[config.mk]
export PLATFORM = sky130hd
export DESIGN_NAME = mapper_port_multicart
export DESIGN_NICKNAME = d
export VERILOG_FILES = /design/src/rtl/mapper_port_multicart.sv
export SDC_FILE = /design/constraint.sdc
export NUM_CORES = 1
export LEC_CHECK = 0
export ABC_AREA = 1
export CAP_MARGIN = 30
export CORE_MARGIN = 2
export CORE_UTILIZATION = 23
export DETAILED_ROUTE_END_ITERATION = 12
export PLACE_DENSITY_LB_ADDON = 0.25
export SYNTH_ARGS = -nofsm -noshare
export SYNTH_HDL_FRONTEND = slang
export SYNTH_SLANG_ARGS = --single-unit
[constraint.sdc]
create_clock -name clk -period 2.77 [get_ports clk]
set_clock_uncertainty 0.2 [all_clocks]
set_input_delay 0.277 -clock clk [delete_from_list [all_inputs] [get_ports clk]]
set_output_delay 0.277 -clock clk [all_outputs]
set_load 0.005 [all_outputs]
[src/rtl/mapper_port_multicart.sv]
// mapper_port_multicart
//
// Multicart ROM mapper controlled by an I/O port (a generalisation of the Zemina
// 90-in-1 scheme). A Z80 OUT to PORT loads an 8-bit register. Bits [7:6] hold the
// mode and the low bits hold the 16KB page. CPU reads in 4000-BFFF are then
// translated into ROM byte addresses in 8KB blocks. The block number wraps with
// rom_mask, so any power-of-two ROM size works.
//
// Ports:
//   clk, reset           system clock, synchronous active-high reset
//   enable               mapper selected; when 0 the block ignores all cycles
//   addr, data_in        CPU address / write data
//   mreq, iorq, rd, wr   Z80 bus strobes
//   rom_mask             (ROM size in 8KB blocks) - 1
//   ram_cs               ROM read select (combinational)
//   mem_addr             ROM byte address, all ones when ram_cs=0
//   io_data, io_oe       register readback (only when READBACK=1)
//   page_q, mode_q       current register fields
//
// Bus handshake: a register write is an I/O cycle with iorq & wr & addr[7:0]==PORT
// while enable=1. It is captured on the first rising edge where the cycle is seen.
// Later edges of the same OUT are ignored until wr or iorq drops. Reads need no
// handshake: ram_cs/mem_addr/io_data follow the inputs in the same cycle.
module mapper_port_multicart #(
    parameter logic [7:0] PORT        = 8'h77,
    parameter int         PAGE_BITS   = 6,
    parameter int         ADDR_W      = 27,
    parameter logic [7:0] RESET_VALUE = 8'h00,
    parameter bit         READBACK    = 1'b0
) (
    input  logic                  clk,
    input  logic                  reset,
    input  logic                  enable,
    input  logic [15:0]           addr,
    input  logic [7:0]            data_in,
    input  logic                  mreq,
    input  logic                  iorq,
    input  logic                  rd,
    input  logic                  wr,
    input  logic [ADDR_W-14:0]    rom_mask,
    output logic                  ram_cs,
    output logic [ADDR_W-1:0]     mem_addr,
    output logic [7:0]            io_data,
    output logic                  io_oe,
    output logic [PAGE_BITS-1:0]  page_q,
    output logic [1:0]            mode_q
);

    localparam int BW = ADDR_W - 13;   // block number width
    localparam int IW = PAGE_BITS + 1; // block index width (page in 8KB units)

    logic                 wr_seen_q;
    logic                 wr_seen_d;
    logic [PAGE_BITS-1:0] page_d;
    logic [1:0]           mode_d;

    logic                 io_hit;
    logic                 mapped;
    logic [IW-1:0]        p;
    logic [IW-1:0]        idx;
    logic [BW-1:0]        blk;
    logic [5:0]           page6;

    assign io_hit = enable & iorq & (addr[7:0] == PORT);

    // Register write path. wr_seen tracks the OUT cycle so that a write held over
    // several clocks loads the register only once.
    always_comb begin
        page_d    = page_q;
        mode_d    = mode_q;
        wr_seen_d = io_hit & wr;
        if (io_hit && wr && !wr_seen_q) begin
            // The page field is never wider than data_in[5:0]. Wider pages are zero-extended.
            page_d = PAGE_BITS'(data_in[5:0]);
            mode_d = data_in[7:6];
        end
    end

    always_ff @(posedge clk) begin
        if (reset) begin
            page_q    <= PAGE_BITS'(RESET_VALUE[5:0]);
            mode_q    <= RESET_VALUE[7:6];
            wr_seen_q <= 1'b0;
        end else begin
            page_q    <= page_d;
            mode_q    <= mode_d;
            wr_seen_q <= wr_seen_d;
        end
    end

    // 4000-BFFF is the only mapped window: exactly one of A15/A14 is set.
    assign mapped = addr[15] ^ addr[14];
    assign ram_cs = enable & mreq & rd & mapped;

    // Block index in 8KB units. addr[15] selects the upper 16KB and addr[13] selects
    // the 8KB half within it.
    always_comb begin
        p = {page_q, 1'b0};
        case (mode_q)
            // 32KB mode: bit 1 of the index follows the upper/lower 16KB window.
            2'b10: begin
                if (addr[15])
                    idx = p | IW'(2) | IW'(addr[13]);
                else
                    idx = (p & ~IW'(2)) | IW'(addr[13]);
            end
            // Namco layout: 6000 and 8000 map the odd block, 4000 and A000 map the even block.
            2'b11:   idx = p | IW'(addr[15] ^ addr[13]);
            default: idx = p | IW'(addr[13]);
        endcase
    end

    assign blk      = BW'(idx) & rom_mask;
    assign mem_addr = ram_cs ? {blk, addr[12:0]} : {ADDR_W{1'b1}};

    assign page6   = 6'(page_q);
    assign io_oe   = READBACK & io_hit & rd & ~wr;
    assign io_data = io_oe ? {mode_q, page6} : 8'hFF;

endmodule

==> impl_metrics.json, run 1 <==
{
  "port_buffers": 73,
  "stdcell_count": 238,
  "drive_gt1_frac": 0.0781,
  "grtUsageTotal": 0.121,
  "grt_pass1_vias": 836,
  "post_cts_resized": 0,
  "routed_wirelength_microns": 2420,
  "viasPerCell": 3.97,
  "syn_inst": 124,
  "syn_area_sq_um": 793,
  "drc": 0,
  "crit_arrival_ns": 1.99,
  "postCtsSetupRepairBufs": 0,
  "clockBufferDepth": 2,
  "place.gp.congestion": 0.691,
  "critical_path_class": "primary input to output port",
  "avgSynthCellArea_sq_um": 6.40,
  "nets": 238,
  "synth-seq-cells": 9,
  "grt_max_degree": 18,
  "clock_sinks": 9,
  "ys_seq_area_frac": 0.227,
  "grt_pass1_wl_microns": 3790,
  "fillers": 363,
  "hp-class": "register to register",
  "grt_overflow": 0,
  "dieArea_sq_mm": 0.00393,
  "muxShareOfSynthArea": 0,
  "total_leakage_power_nw": 0.629,
  "holdWs_ns": 0.307,
  "ctsHoldBuffers": 0,
  "cts_tree": "yes",
  "die_y_microns": 62.7,
  "max_freq_ghz": 0.406,
  "yosys.area.top_type": "dfxtp_1",
  "crit_required_ns": 2.29,
  "drtAntennaViolNets": 0,
  "clkTransAtPathRegs_ns": 0.06,
  "cts_buffers": 3,
  "ys_types": 21,
  "antenna_found_initial": 0,
  "fp.coreArea_sq_mm": 0.00334,
  "die_x_microns": 62.7,
  "fin_tns_setup_ns": 0,
  "drv_cap": 0,
  "cts_max_level": 1,
  "post-dp-hpwl_microns": 2060,
  "drt_iter0_markers": 26,
  "clock_latency_ns": 0.26,
  "status": "complete, no violations",
  "finalSetupViolations": 0,
  "firstDrtPassIters": 4,
  "diodes": 0,
  "slew_viol_final": 0,
  "initial_core_util": 0.238,
  "start_kind": "primary input",
  "ios": 90,
  "path_max_fanout": 17,
  "total_power_mw": 0.338,
  "synth_xor_area_frac": 0.0110,
  "p_per_area_mw_per_mm2": 223,
  "synthAdderAreaFrac": 0,
  "route.vias.total": 946,
  "final.period_utilization": 0.889,
  "rows": 21,
  "synth_compound_area_frac": 0.0300,
  "wire_per_inst_microns": 10.1,
  "synth_area_leaders": "dfxtp_1, buf_4, nand2_1",
  "dp.cells": 234,
  "ir_drop_mv": 0.170,
  "hold_viol": 0,
  "min_period_ns": 2.46,
  "yosys.area_share.simple": 0.487,
  "ys.warnings.count": 0,
  "clock-root-buffer": "clkbuf_4",
  "grt_setup_unrepaired": "false",
  "syn2layout_area_growth_pct": 91.5,
  "yosysTopAreaCellShare": 0.227,
  "cp-end-kind": "output port",
  "synth_top_family_by_area": "simple AND/OR/NAND/NOR gates"
}
==> layer usage <==
metal	global-route usage	up-vias	share of wire
met1	0.137	420	0.39
met4	0.0333	0	0.0091
li1	-	492	-
met3	0.0414	2	0.065
met5	0	-	0
met2	0.214	32	0.54
==> worst paths after layout <==
| check | start | end | slack, ns | cells after the start |
|---|---|---|---|---|
| setup / recovery | addr[15] | mem_addr[0] | 0.31 | 6 |
| hold / removal | page_q[4] | page_q[4] | 0.31 | 2 |
| setup reg to reg | wr_seen_q | mode_q[0] | 1.64 | 4 |
| hold reg to reg | page_q[4] | page_q[4] | 0.31 | 2 |
==> cells in the final DEF (no fill, tap or decap), types with 2 or more instances in the layout <==
| cell | count |
|---|---|
| nand2_1 | 27 |
| o21ai_0 | 2 |
| nor2_2 | 2 |
| conb_1 | 9 |
| inv_2 | 2 |
| nand3_1 | 2 |
| dfxtp_1 | 9 |
| or2_1 | 9 |
| nor2_8 | 2 |
| inv_1 | 15 |
| nor2_1 | 18 |
| nand4_1 | 9 |
| clkbuf_4 | 3 |
| clkdlybuf4s50_1 | 73 |
| nand2_2 | 2 |
==> synth_stat cells (all sizes together) <==
library cell	number
a21oi	1
a31o	1
and3	1
buf	17
conb	2
dfxtp	9
inv	17
nand2	29
nand3	3
nand4	9
nor2	22
o21ai	2
or2	10
xor2	1
==> metrics by stage <==
step	worst slack [ns]	area, sq um	utilization
after floorplan	1.41	820	-
after global placement	0.260	1490	0.447
after detailed placement	0.280	1490	0.447
after CTS	0.269	1520	0.455
after global routing	0.131	1520	0.455
final	0.308	1520	0.455
==> sequential cells by signal (all words and copies together), names as in the netlist <==
register / flops
wr_seen_q: 1
mode_q: 2
page_q: 6
==> where the power goes <==
part | switching [mW] | leakage, nW | internal, mW
logic | 0.0364 | 0.541 | 0.0722
clock network | 0.0447 | 0.0150 | 0.0554
registers | 0.0000783 | 0.0724 | 0.129
total | 0.0811 | 0.629 | 0.257
==> worst max-delay path, cell delays in order <==
cell             delay, ns
clkdlybuf4s50_1       0.54
xor2_1                0.16
nand2_1               0.09
buf_4                 0.18
or2_2                 0.27
clkdlybuf4s50_1       0.46
==> cells by family after synthesis <==
group                     Yosys count
AOI/OAI and AO/OA                   4
and+or+nand+nor                    74
other                               2
DFF                                 9
xor gates and xnor gates            1
buffers and inverters              34
==> final cells by class <==
type	count	area [sq um]	share of cell area
timing repair buffer	74	738	0.486
multi-input combinational	88	453	0.298
sequential	9	180	0.119
inverter	17	63.8	0.0420
tap	46	57.6	0.0379
clock buffer	4	26.3	0.0173
No activity file was read; power rests on OpenSTA's default activity.
==> inputs of run 2 (changes only) <==
SKIP_LAST_GASP = 1   (was not set)
==> results of run 2 <==
Final layout, timing and power as in run 1 (identical DEF).
